<file path="config.mk">
export PLATFORM = sky130hd
export DESIGN_NAME = mem_port_arbiter_flat
export DESIGN_NICKNAME = d
export VERILOG_FILES = /design/src/rtl/Ins_def.sv /design/src/rtl/mem_port_arbiter_if.sv /design/src/rtl/arb_rr2.sv /design/src/rtl/mem_port_arbiter.sv /design/src/flat_wrapper.sv
export SDC_FILE = /design/constraint.sdc
export NUM_CORES = 1
export LEC_CHECK = 0
export BUFFER_PORTS_ARGS = -buffer_cell sky130_fd_sc_hd__buf_2
export CAP_MARGIN = 20
export CORE_AREA = 2 2 127 92
export CTS_BUF_LIST = sky130_fd_sc_hd__clkbuf_16
export CTS_CLUSTER_DIAMETER = 200
export CTS_CLUSTER_SIZE = 40
export DETAILED_ROUTE_END_ITERATION = 8
export DIE_AREA = 0 0 129 94
export PLACE_DENSITY = 0.72
export SLEW_MARGIN = 25
export SYNTH_ARGS = -nofsm -noshare
export SYNTH_HDL_FRONTEND = slang
export SYNTH_SLANG_ARGS = --single-unit
</file>
<file path="constraint.sdc">
create_clock -name clk -period 1.7 [get_ports clk]
set_input_delay 0.34 -clock clk [delete_from_list [all_inputs] [get_ports clk]]
set_output_delay 0.34 -clock clk [all_outputs]
set_load 0.05 [all_outputs]
</file>
<file path="src/rtl/Ins_def.sv">
// Shared types and constants for the memory port arbiter: FSM states,
// transaction owner encoding and the default read latency.
package Ins_def;

    localparam int MEM_LAT_DEF = 1;

    typedef enum logic [1:0] {
        IDLE,
        ISSUE,
        WAIT,
        RESP
    } arb_state_t;

    typedef enum logic {
        OWN_IF,
        OWN_D
    } owner_t;

    // Holds MEM_LAT-1, so 1..4 cycles of latency fit in two bits.
    typedef logic [1:0] lat_cnt_t;

endpackage

</file>
<file path="src/rtl/mem_port_arbiter_if.sv">
// Bundle of the fetch port, data port and single-port memory signals that the
// arbiter multiplexes; the arbiter uses the slave view.
interface mem_port_arbiter_if #(
    parameter int ADDR_W = 32
);
    logic              if_req;
    logic [ADDR_W-1:0] if_addr;
    logic              if_ready;
    logic              if_rvalid;
    logic [31:0]       if_rdata;

    logic              d_req;
    logic [3:0]        d_we;
    logic [ADDR_W-1:0] d_addr;
    logic [31:0]       d_wdata;
    logic              d_ready;
    logic              d_rvalid;
    logic [31:0]       d_rdata;

    logic              mem_en;
    logic [3:0]        mem_we;
    logic [ADDR_W-1:0] mem_addr;
    logic [31:0]       mem_wdata;
    logic [31:0]       mem_rdata;

    modport slave (
        input  if_req, if_addr, d_req, d_we, d_addr, d_wdata, mem_rdata,
        output if_ready, if_rvalid, if_rdata, d_ready, d_rvalid, d_rdata,
               mem_en, mem_we, mem_addr, mem_wdata
    );

    modport master (
        output if_req, if_addr, d_req, d_we, d_addr, d_wdata, mem_rdata,
        input  if_ready, if_rvalid, if_rdata, d_ready, d_rvalid, d_rdata,
               mem_en, mem_we, mem_addr, mem_wdata
    );

endinterface

</file>
<file path="src/rtl/arb_rr2.sv">
// Two-way round-robin grant: a lone request always wins, a tie goes to the
// requester that was not granted last. Fetch wins the first tie after reset.
module arb_rr2
    import Ins_def::*;
(
    input  logic clk,
    input  logic reset,
    input  logic en,
    input  logic req_if,
    input  logic req_d,
    output logic gnt_if,
    output logic gnt_d
);

    owner_t last_q;

    // NOTE: every output of a combinational block gets a default first, so no
    // path through the branches can leave it unassigned and infer a latch.
    always_comb begin
        gnt_if = 1'b0;
        gnt_d  = 1'b0;
        if (en) begin
            if (req_if && req_d) begin
                gnt_if = (last_q == OWN_D);
                gnt_d  = (last_q == OWN_IF);
            end else begin
                gnt_if = req_if;
                gnt_d  = req_d;
            end
        end
    end

    // NOTE: state flops use non-blocking assignments so every flop samples
    // pre-edge values, independent of statement order.
    always_ff @(posedge clk or negedge reset) begin
        if (!reset) begin
            last_q <= OWN_D;
        end else if (gnt_if) begin
            last_q <= OWN_IF;
        end else if (gnt_d) begin
            last_q <= OWN_D;
        end
    end

endmodule

</file>
<file path="src/rtl/mem_port_arbiter.sv">
// Shares one single-port memory between a fetch port and a load/store port,
// one transaction in flight: grant, issue, wait for read latency, respond.
module mem_port_arbiter
    import Ins_def::*;
#(
    parameter int MEM_LAT = MEM_LAT_DEF,
    parameter int ADDR_W  = 32
) (
    input  logic              clk,
    input  logic              reset,
    mem_port_arbiter_if.slave bus,
    output logic              busy
);

    localparam logic [ADDR_W-1:0] WORD_MASK = ~ADDR_W'(3);
    localparam lat_cnt_t          LAT_LOAD  = lat_cnt_t'(MEM_LAT - 1);

    arb_state_t        state_q, state_d;
    lat_cnt_t          cnt_q, cnt_d;
    owner_t            owner_q;
    logic [ADDR_W-1:0] addr_q;
    logic [3:0]        we_q;
    logic [31:0]       wdata_q;

    logic        gnt_if, gnt_d, accept;
    logic [31:0] resp_data;

    // Gating with reset keeps ready low while reset is held even with requests up.
    arb_rr2 u_arb (
        .clk    (clk),
        .reset  (reset),
        .en     (reset && (state_q == IDLE)),
        .req_if (bus.if_req),
        .req_d  (bus.d_req),
        .gnt_if (gnt_if),
        .gnt_d  (gnt_d)
    );

    assign accept       = gnt_if || gnt_d;
    assign bus.if_ready = gnt_if;
    assign bus.d_ready  = gnt_d;
    assign busy         = (state_q != IDLE);

    // Latched fields drive the memory bus directly so they hold between issues.
    assign bus.mem_addr  = addr_q & WORD_MASK;
    assign bus.mem_wdata = wdata_q;
    assign resp_data     = (we_q == 4'b0000) ? bus.mem_rdata : 32'h0;

    always_ff @(posedge clk or negedge reset) begin
        if (!reset) begin
            state_q <= IDLE;
            cnt_q   <= '0;
            owner_q <= OWN_IF;
            addr_q  <= '0;
            we_q    <= '0;
            wdata_q <= '0;
        end else begin
            state_q <= state_d;
            cnt_q   <= cnt_d;
            if (accept) begin
                owner_q <= gnt_d ? OWN_D : OWN_IF;
                addr_q  <= gnt_d ? bus.d_addr  : bus.if_addr;
                we_q    <= gnt_d ? bus.d_we    : 4'b0000;
                wdata_q <= gnt_d ? bus.d_wdata : 32'h0;
            end
        end
    end

    always_comb begin
        state_d       = state_q;
        cnt_d         = cnt_q;
        bus.mem_en    = 1'b0;
        bus.mem_we    = 4'b0000;
        bus.if_rvalid = 1'b0;
        bus.if_rdata  = 32'h0;
        bus.d_rvalid  = 1'b0;
        bus.d_rdata   = 32'h0;
        case (state_q)
            IDLE: begin
                if (accept) state_d = ISSUE;
            end
            ISSUE: begin
                bus.mem_en = 1'b1;
                bus.mem_we = we_q;
                if ((we_q != 4'b0000) || (MEM_LAT == 1)) begin
                    state_d = RESP;
                end else begin
                    cnt_d   = LAT_LOAD;
                    state_d = WAIT;
                end
            end
            WAIT: begin
                cnt_d = cnt_q - lat_cnt_t'(1);
                if (cnt_q == lat_cnt_t'(1)) state_d = RESP;
            end
            RESP: begin
                state_d = IDLE;
                if (owner_q == OWN_IF) begin
                    bus.if_rvalid = 1'b1;
                    bus.if_rdata  = resp_data;
                end else begin
                    bus.d_rvalid = 1'b1;
                    bus.d_rdata  = resp_data;
                end
            end
            default: state_d = IDLE;
        endcase
    end

endmodule

</file>
<file path="src/flat_wrapper.sv">
// flat-port wrapper written by rule: the top's interface ports become plain ports
module mem_port_arbiter_flat import Ins_def::*;
#(
    parameter int MEM_LAT = MEM_LAT_DEF,
    parameter int ADDR_W  = 32
)
  (clk, reset, busy, bus_if_req, bus_if_addr, bus_d_req, bus_d_we, bus_d_addr, bus_d_wdata, bus_mem_rdata, bus_if_ready, bus_if_rvalid, bus_if_rdata, bus_d_ready, bus_d_rvalid, bus_d_rdata, bus_mem_en, bus_mem_we, bus_mem_addr, bus_mem_wdata);
  mem_port_arbiter_if #(.ADDR_W(ADDR_W)) bus_i ();
  input  logic clk;
  input  logic reset;
  output logic busy;
  input wire logic [$bits(bus_i.if_req)-1:0] bus_if_req;
  input wire logic [$bits(bus_i.if_addr)-1:0] bus_if_addr;
  input wire logic [$bits(bus_i.d_req)-1:0] bus_d_req;
  input wire logic [$bits(bus_i.d_we)-1:0] bus_d_we;
  input wire logic [$bits(bus_i.d_addr)-1:0] bus_d_addr;
  input wire logic [$bits(bus_i.d_wdata)-1:0] bus_d_wdata;
  input wire logic [$bits(bus_i.mem_rdata)-1:0] bus_mem_rdata;
  output wire logic [$bits(bus_i.if_ready)-1:0] bus_if_ready;
  output wire logic [$bits(bus_i.if_rvalid)-1:0] bus_if_rvalid;
  output wire logic [$bits(bus_i.if_rdata)-1:0] bus_if_rdata;
  output wire logic [$bits(bus_i.d_ready)-1:0] bus_d_ready;
  output wire logic [$bits(bus_i.d_rvalid)-1:0] bus_d_rvalid;
  output wire logic [$bits(bus_i.d_rdata)-1:0] bus_d_rdata;
  output wire logic [$bits(bus_i.mem_en)-1:0] bus_mem_en;
  output wire logic [$bits(bus_i.mem_we)-1:0] bus_mem_we;
  output wire logic [$bits(bus_i.mem_addr)-1:0] bus_mem_addr;
  output wire logic [$bits(bus_i.mem_wdata)-1:0] bus_mem_wdata;
  assign bus_i.if_req = bus_if_req;
  assign bus_i.if_addr = bus_if_addr;
  assign bus_i.d_req = bus_d_req;
  assign bus_i.d_we = bus_d_we;
  assign bus_i.d_addr = bus_d_addr;
  assign bus_i.d_wdata = bus_d_wdata;
  assign bus_i.mem_rdata = bus_mem_rdata;
  assign bus_if_ready = bus_i.if_ready;
  assign bus_if_rvalid = bus_i.if_rvalid;
  assign bus_if_rdata = bus_i.if_rdata;
  assign bus_d_ready = bus_i.d_ready;
  assign bus_d_rvalid = bus_i.d_rvalid;
  assign bus_d_rdata = bus_i.d_rdata;
  assign bus_mem_en = bus_i.mem_en;
  assign bus_mem_we = bus_i.mem_we;
  assign bus_mem_addr = bus_i.mem_addr;
  assign bus_mem_wdata = bus_i.mem_wdata;
  mem_port_arbiter #(.MEM_LAT(MEM_LAT), .ADDR_W(ADDR_W)) u_core (.clk(clk), .reset(reset), .bus(bus_i), .busy(busy));
endmodule
</file>
Yosys cells after proc, flatten, opt, wreduce, memory -nomap -nowiden
Index checks and enable logic that the tools add are counted.

storage, ports and cells
  register bits after elaboration = 74
  input bits = 136
  output and inout bits = 138
  logic and storage cells = 47

operators by class
  add/sub/neg operators = 1
  equal/unequal tests = 6
  muxes and demuxes = 24
  bitwise logic cells = 1
  reduce and logical (&&, ||, !) cells = 8

operators with widths
  kind                                                                    count
  32-bit two-way mux                                                      7
  1-bit two-way mux                                                       12
  4-bit two-way mux                                                       2
  2-bit one-hot mux with 4 select lines                                   1
  2-bit by 1-bit equality test with 1-bit output (second input constant)  2
  2-bit equality test (second input constant)                             2
  4-bit zero test                                                         1
  2-bit two-way mux                                                       2
  2-bit by 1-bit != test with 1-bit output (second input constant)        2
  2-bit nonzero test                                                      2
  1-bit logical AND                                                       2
  2-bit zero test                                                         1
  2-bit AND reduction                                                     1
  2-bit by 1-bit subtractor with 2-bit output (second input constant)     1
  1-bit logical OR                                                        1
  1-bit NOT                                                               1

Logic depth before layout (Yosys ltp)
Gate-level depths: netlist of the first run.

  depth in word-level cells = 6
  mapped depth = 7

Cells and area by module
Synthesis of the first run repeated with hierarchy kept, for this count alone.

unflattened totals
  cells, all modules = 334
  area total of the unflattened synthesis = 3,560.9 µm²

modules (own cells, without submodules)
  module            times used  cells each  area an instance (µm²)  seq. area each (µm²)
  mem_port_arbiter  1           326         3,498.4                 1,776.7
  arb_rr2           1           8           62.6                    26.3

Worst setup path before layout of the first run
OpenSTA, ideal clock, no wires.

  path kind = reg2out
  start = register u_core.state_q[1]
  end = output port bus_if_rdata[10]
  arrival time = 2.196 ns
  required time = 1.360 ns
  path slack = -0.836 ns
  cell stages (with the launch flop) = 6
  cells stage by stage = dfrtp_1 > ha_1 > nor2b_1 > nor2b_4 > buf_6 > and2_1

on the way
  word-level cells in the longest chain between the ends = 2

RTL lines
  item                    RTL line                source
  from (decl)             mem_port_arbiter.sv:18  arb_state_t state_q, state_d;
  from (signal assigned)  mem_port_arbiter.sv:58  state_q <= state_d;
  2-bit equality test     mem_port_arbiter.sv:78  case (state_q)
  32-bit two-way mux      mem_port_arbiter.sv:78
  to (decl)               flat_wrapper.sv:21      output wire logic [$bits(bus_i.if_rdata)-1:0] bus_if_rdata;

Every way passes these cells.

Worst setup path in the final report of the first run
  start = register u_core.we_q[2]
  end = output port bus_if_rdata[0]

on the way
  word-level cells in the longest chain between the ends = 4

RTL lines
  item                    RTL line                source
  from (decl)             mem_port_arbiter.sv:22  logic [3:0] we_q;
  from (signal assigned)  mem_port_arbiter.sv:63  we_q <= gnt_d ? bus.d_we : 4'b0000;
  4-bit zero test         mem_port_arbiter.sv:47  assign resp_data = (we_q == 4'b0000) ? bus.mem_rdata : 32'h0;
  32-bit two-way mux      mem_port_arbiter.sv:47
  32-bit two-way mux      mem_port_arbiter.sv:98  if (owner_q == OWN_IF) begin
  32-bit two-way mux      mem_port_arbiter.sv:78

Every way passes these cells.

==> qor.yml, run 1 <==
job:
  maxCapViolations: 0
timing:
  finalCriticalPeriod_ns: 2.27
  setup_viol_count_final: 138
  rsz0062_at_grt: "yes"
  whs_ns: 0.138
  finClkSkew_ns: 0.00692
  setup_slack_ns: -0.569
  finalCritPeriodShare_pct: 133
  drv_slew: 0
  hold_viol: 0
  fmax_mhz: 441
  relSlewSlack_pct: 63.2
  max_slew.worst_pin.slew_ns: 0.552
  finalSetupTns_ns: -40.92
cells_and_area:
  stdcell_count: 800
  nets: 783
  drive_gt1_share_pct: 74.3
  area_growth_pct: 98.7
  stdcell_area_sq_um: 7370
  fin_util_pct: 67.9
pwr:
  clkPwrFrac_pct: 12.9
  leakagePower_nw: 3.59
  p_int_mw: 7.28
  combPwrFrac_pct: 65.4
  power.density_nw_per_um2: 1950
  ir_drop_uv: 1290
  switching_share_pct: 49.3
  p_seq_share_pct: 21.7
  power.total_mw: 14.4
  p_sw_mw: 7.09
route:
  wl_microns: 16000
  wl_per_cell_microns: 20.0
  vias: 4171
  drt_pre_antenna_iters: 4
  routed_via_density: 5.21
  drt_iter0_markers: 177
  drtAntennaViolNets: 0
  drc: 0
global_routing:
  grt_use_met1_pct: 27.2
  track_usage_pct: 23.9
  top_usage_layer: "met2"
  globalRouteMet3Util_pct: 6.66
  antenna_found_initial: 1
  grt_pass1_wl_microns: 22300
  met2_usage_pct: 42.7
  grt_max_degree: 49
  grt_pass1_vias: 4331
  grt_overflow: 0
yosys:
  ys_seq_elements: 72
  ys_types: 30
  synth_edf_count: 0
  synth_async_sr_flop_share_pct: 100
  ys_seq_area_share_pct: 48.6
  ys.flop_type: "dfrtp_1"
  yosysWarnings: 0
  syn-cell-area_sq_um: 3710
  synthCells: 341
  avgSynthCellArea_sq_um: 10.9
place:
  placed_cell_area_sq_um: 5480
  dp.cells: 752
  numPortBuffers: 267
  gp_congestion: 0.807
  dp_hpwl_microns: 9320
  dp_slack_ns: -0.295
die:
  fp.coreArea_sq_um: 10900
  die-area_sq_um: 12100
  num_rows: 32
  pin_count: 274
  die_h_microns: 94
  die_x_microns: 129
  start_util_pct: 34.2
critical_path:
  crit_type: "register to output pin"
  cp.arrival_ns: 1.93
  cp_data_required_time_ns: 1.36
  end_kind: "output pin"
  cp-start-kind: "register"
  cp_max_fo: 24
hold_path:
  min_path_type: "input pin to asynchronous set/reset pin"
clock_tree:
  clockRootBuffer: "clkbuf_16"
  clock_path_buffers: 2
  cts_buffers: 9
  htreeDepth: 3
  clock-sinks: 72
  clkTransAtPathRegs_ns: 0.06
  clk_latency_ns: 0.33
  cts_tree: "yes"
status:
  status: "finished with violations"
  violations: "negative setup slack"
area by class of cell:
| class | instances | area, sq um |
|---|---|---|
| fill | 772 | 3480 |
| timing repair buffer | 326 | 2800 |
| multi-input combinational | 226 | 2260 |
| sequential | 72 | 1800 |
| clock buffer | 9 | 225 |
| tap | 153 | 191 |
| clock inverter | 7 | 62.6 |
| inverter | 6 | 27.5 |
| antenna | 1 | 2.50 |
synthesized netlist by cell type, types with 2 or more instances:
master | count | area [sq um]
dfrtp_1 | 71 | 1780
and2_1 | 67 | 419
a22o_1 | 35 | 307
o21ai_0 | 31 | 155
a2bb2oi_1 | 30 | 263
a41oi_1 | 30 | 263
clkbuf_1 | 18 | 67.6
buf_2 | 12 | 60.1
buf_6 | 6 | 67.6
ha_1 | 6 | 75.1
inv_1 | 6 | 22.5
nand2_1 | 4 | 15.0
and2_2 | 3 | 22.5
buf_4 | 3 | 22.5
a21o_1 | 2 | 15.0
a21oi_1 | 2 | 10.0
nor2b_1 | 2 | 12.5
per-layer routing:
metal	share of wire (%)	wire length [microns]	vias to the layer above
met5	0	0	-
met4	2.9	465	0
met3	7.8	1250	34
met2	51	8140	237
met1	38	6110	2031
li1	-	-	1869
power by group through the flow:
stage               clock (mW)  combinational [mW]  sequential (mW)
floorplan                    0                3.14             5.44
global placement             0                7.41             3.00
detailed placement           0                7.53             3.00
CTS                       1.87                8.85             3.08
global route              1.97                9.78             3.20
finish                    1.85                9.41             3.11
logic make-up (layout without fill, tap and decap cells):
kind of cell	count (synthesis)	in the layout	synth area share [%]
buffers and inverters	45	348	6.48
flip-flops	72	72	48.6
XOR/XNOR	1	1	0.236
other	1	3	0.101
AO/OA/AOI/OAI	133	134	28.1
adder cells (fa/ha/maj)	6	6	2.02
AND/OR/NAND/NOR	81	81	13.9
multiplexers	2	2	0.574
sequential cells by signal, summed over array words and instances, names as in the netlist:
| signal | flops |
|---|---|
| u_core.state_q | 2 |
| u_core.addr_q | 30 |
| u_core.cnt_q | 2 |
| u_core.owner_q | 1 |
| u_core.u_arb.last_q | 1 |
| u_core.bus.mem_wdata | 32 |
| u_core.we_q | 4 |
final timing paths:
check	depth (start not counted)	slack, ns	to	startpoint
worst min-delay path	2	0.14	u_core.addr_q[25]	reset
worst min register to register	1	0.48	u_core.cnt_q[0]	u_core.cnt_q[0]
worst max-delay path	5	-0.57	bus_if_rdata[0]	u_core.we_q[2]
worst max register to register	11	-0.15	u_core.addr_q[3]	u_core.state_q[1]
max in group asynchronous	2	1.12	u_core.bus.mem_wdata[21]	reset
min in group clk	2	0.23	u_core.bus.mem_wdata[20]	bus_d_wdata[20]
worst max-delay path: stages, from the launching register on:
cell and delay (ns):
dfrtp_1 0.37, or4_4 0.57, nor2b_4 0.17, buf_12 0.17, and2_2 0.17, buf_8 0.14
repair_timing:
item | 4_1_cts | 5_1_grt
cloned | 3 | 10
setup buffers | 12 | 19
resized for setup | 261 | 76
pin swaps | 17 | 9
setup endpoints to repair | 105 | 143
hold buffers | 0 | 0
cell usage in the layout (no fill, tap or decap), types with 2 or more instances in the layout:
master     instances
ha_4               2
buf_12            13
nor2b_4            2
nor2_4             2
clkinv_1           2
o211ai_4           2
a41oi_2           13
nand2_1            2
a41oi_1           16
clkbuf_16         15
o21ai_2            4
conb_1             2
inv_4              2
o21ai_0           23
inv_1              3
buf_8             58
buf_6             34
a2bb2oi_2         30
dfrtp_1           71
inv_2              2
nand2_4            2
a22o_1            35
buf_4             23
buf_2            192
and2_2            19
o21ai_1            4
a21o_1             2
ha_2               2
and2_4            50
ha_1               2
Note: power is estimated with default switching activity, not from simulation.
==> inputs of run 2 (changes only) <==
--- a/config.mk
+++ b/config.mk
@@ -14,6 +14,7 @@
 export DETAILED_ROUTE_END_ITERATION = 8
 export DIE_AREA = 0 0 129 94
 export PLACE_DENSITY = 0.72
+export REMOVE_ABC_BUFFERS = 1
 export SLEW_MARGIN = 25
 export SYNTH_ARGS = -nofsm -noshare
 export SYNTH_HDL_FRONTEND = slang
==> run 2 against run 1 <==
- sequential share of layout area up 0.85 points
- register-to-register slack worse by 0.02 ns
- critical path type unchanged
- largest power group unchanged
- routed wire length up 0.67%
- the flow still finishes with violations (negative setup slack)
- highest routed layer unchanged
- setup slack better by 0.024 ns
- total power down 0.69%
- worst hold slack worse by 0.046 ns
==> qor.yml, run 2 (synthesis gave the netlist of run 1 again) <==
global_routing:
  grt_overflow: 0
  grt_max_degree: 49
  grt_pass1_vias: 3979
  grt_pass1_wl_microns: 20700
  track_usage_pct: 22.2
  antenna_found_initial: 0
timing:
  finalCriticalPeriod_ns: 2.24
  hold_viol: 0
  finalSetupTns_ns: -40.99
  rsz0062_at_grt: "yes"
  finClkSkew_ns: 0.0110
  finalCritPeriodShare_pct: 132
  relSlewSlack_pct: 58.3
  setup_slack_ns: -0.545
  max_slew.worst_pin.slew_ns: 0.626
  drv_slew: 0
  setup_viol_count_final: 137
  fmax_mhz: 445
critical_path:
  startpoint: "u_core.we_q[2]"
  cp.arrival_ns: 1.90
  cp_slowest_cell: "or4_4"
  cp_max_fo: 15
  crit_top_cell: "buf_6"
  crit_type: "register to output pin"
  slowest_delay_ns: 0.57
  cp-start-kind: "register"
  cp_data_required_time_ns: 1.36
  critical_path.cell_chain: "or4_4 -> nor2b_4 -> buf_6 -> and2_1 -> buf_6"
  r2r_start: "u_core.state_q[0]"
  end_kind: "output pin"
die:
  die_x_microns: 129
  start_util_pct: 34.2
  fp.coreArea_sq_um: 10900
  die_h_microns: 94
  pin_count: 274
  die-area_sq_um: 12100
  num_rows: 32
hold_path:
  min_path_type: "input pin to asynchronous set/reset pin"
route:
  drtAntennaViolNets: 0
  wl_microns: 16100
  vias: 4272
  drt_iter0_markers: 241
  routed_via_density: 5.35
  wl_per_cell_microns: 20.1
  drt_pre_antenna_iters: 5
  drc: 0
place:
  numPortBuffers: 267
  gp_congestion: 0.864
  dp_hpwl_microns: 9630
pwr:
  p_sw_mw: 7.11
  clkPwrFrac_pct: 14.3
  power.density_nw_per_um2: 2000
  ir_drop_uv: 1410
  switching_share_pct: 49.8
  p_seq_share_pct: 21.8
  leakagePower_nw: 3.49
  p_int_mw: 7.17
  combPwrFrac_pct: 63.8
clock_tree:
  cts_tree: "yes"
  clock_path_buffers: 2
  htreeDepth: 3
  clockRootBuffer: "clkbuf_16"
  clk_latency_ns: 0.33
  clock-sinks: 72
  cts_buffers: 9
  clkTransAtPathRegs_ns: 0.06
cells_and_area:
  regArea_sq_um: 1800
  multi_input_area_sq_um: 2150
  diodes: 0
  fillers: 793
  fin_util_pct: 65.6
  nets: 782
  drive_gt1_share_pct: 65.3
  final_cell_mix: "buf_2 (192), buf_6 (75), dfrtp_1 (71)"
  largest_register_ffs: 32
  final_common_cell: "buf_2"
  area_growth_pct: 92.0
status:
  status: "finished with violations"
  violations: "negative setup slack"
job:
  maxCapViolations: 0
run 2: metrics by stage:
stage | hold WS (ns) | cells | total power, mW | cell area [sq um] | worst slack, ns
6_report | 0.0912 | 798 | 14.3 | 7120 | -0.545
4_1_cts | 0.0543 | 779 | 13.2 | 6310 | -0.557
3_5_place_dp | 0.158 | 752 | 10.2 | 5280 | -0.295
3_3_place_gp | 0.155 | 752 | 10.1 | 5280 | -0.271
2_1_floorplan | 0.0444 | 303 | 8.19 | 3490 | -1.86
5_1_grt | 0.116 | 798 | 14.8 | 7120 | -0.633
run 2: metal layers:
metal | up-vias | track usage [%] | routed length (microns)
met2 | 275 | 37.1 | 7590
met4 | 0 | 9.15 | 607
met3 | 53 | 4.67 | 1100
met5 | - | 0 | 0
met1 | 2083 | 27.9 | 6780
li1 | 1861 | - | -
run 2: worst paths after layout:
kind                                                 end  cells after the start  slack [ns]
min in group clk                u_core.bus.mem_wdata[29]                      2        0.23
worst min register to register           u_core.cnt_q[0]                      1        0.48
max in group asynchronous        u_core.bus.mem_wdata[4]                      2        1.04
worst min-delay path            u_core.bus.mem_wdata[22]                      2        0.09
worst max-delay path                    bus_if_rdata[22]                      5       -0.54
worst max register to register         u_core.state_q[1]                     10       -0.17
run 2: worst max-delay path: cells and delay by family (launching register included):
kind	cells	cell delay [ns]
buf+inv	2	0.32
flops	1	0.37
simple gates	3	0.88
run 2: timing repair:
action                                  CTS  global route
pin swaps                                 6            10
gates resized for setup                 189            93
hold buffers                              1             0
cloned                                    1            14
buffers inserted                          9             9
endpoints found under the hold margin     2             0
endpoints found under the setup margin  119           130
run 2: layout make-up:
type                       instances  area share [%]
clock inverter                     7            1.34
timing repair buffer             325            36.8
sequential                        72            25.3
clock buffer                       9            3.16
inverter                           6           0.422
tap                              153            2.69
multi-input combinational        226            30.2
run 2: power by group through the flow:
stage                     Combinational, mW  Clock, mW  Sequential, mW
after floorplan                        2.76          0            5.44
after global placement                 7.13          0            3.00
after detailed placement               7.23          0            2.99
after CTS                              8.11       2.08            3.01
after global routing                   9.45       2.14            3.20
final                                  9.11       2.04            3.12
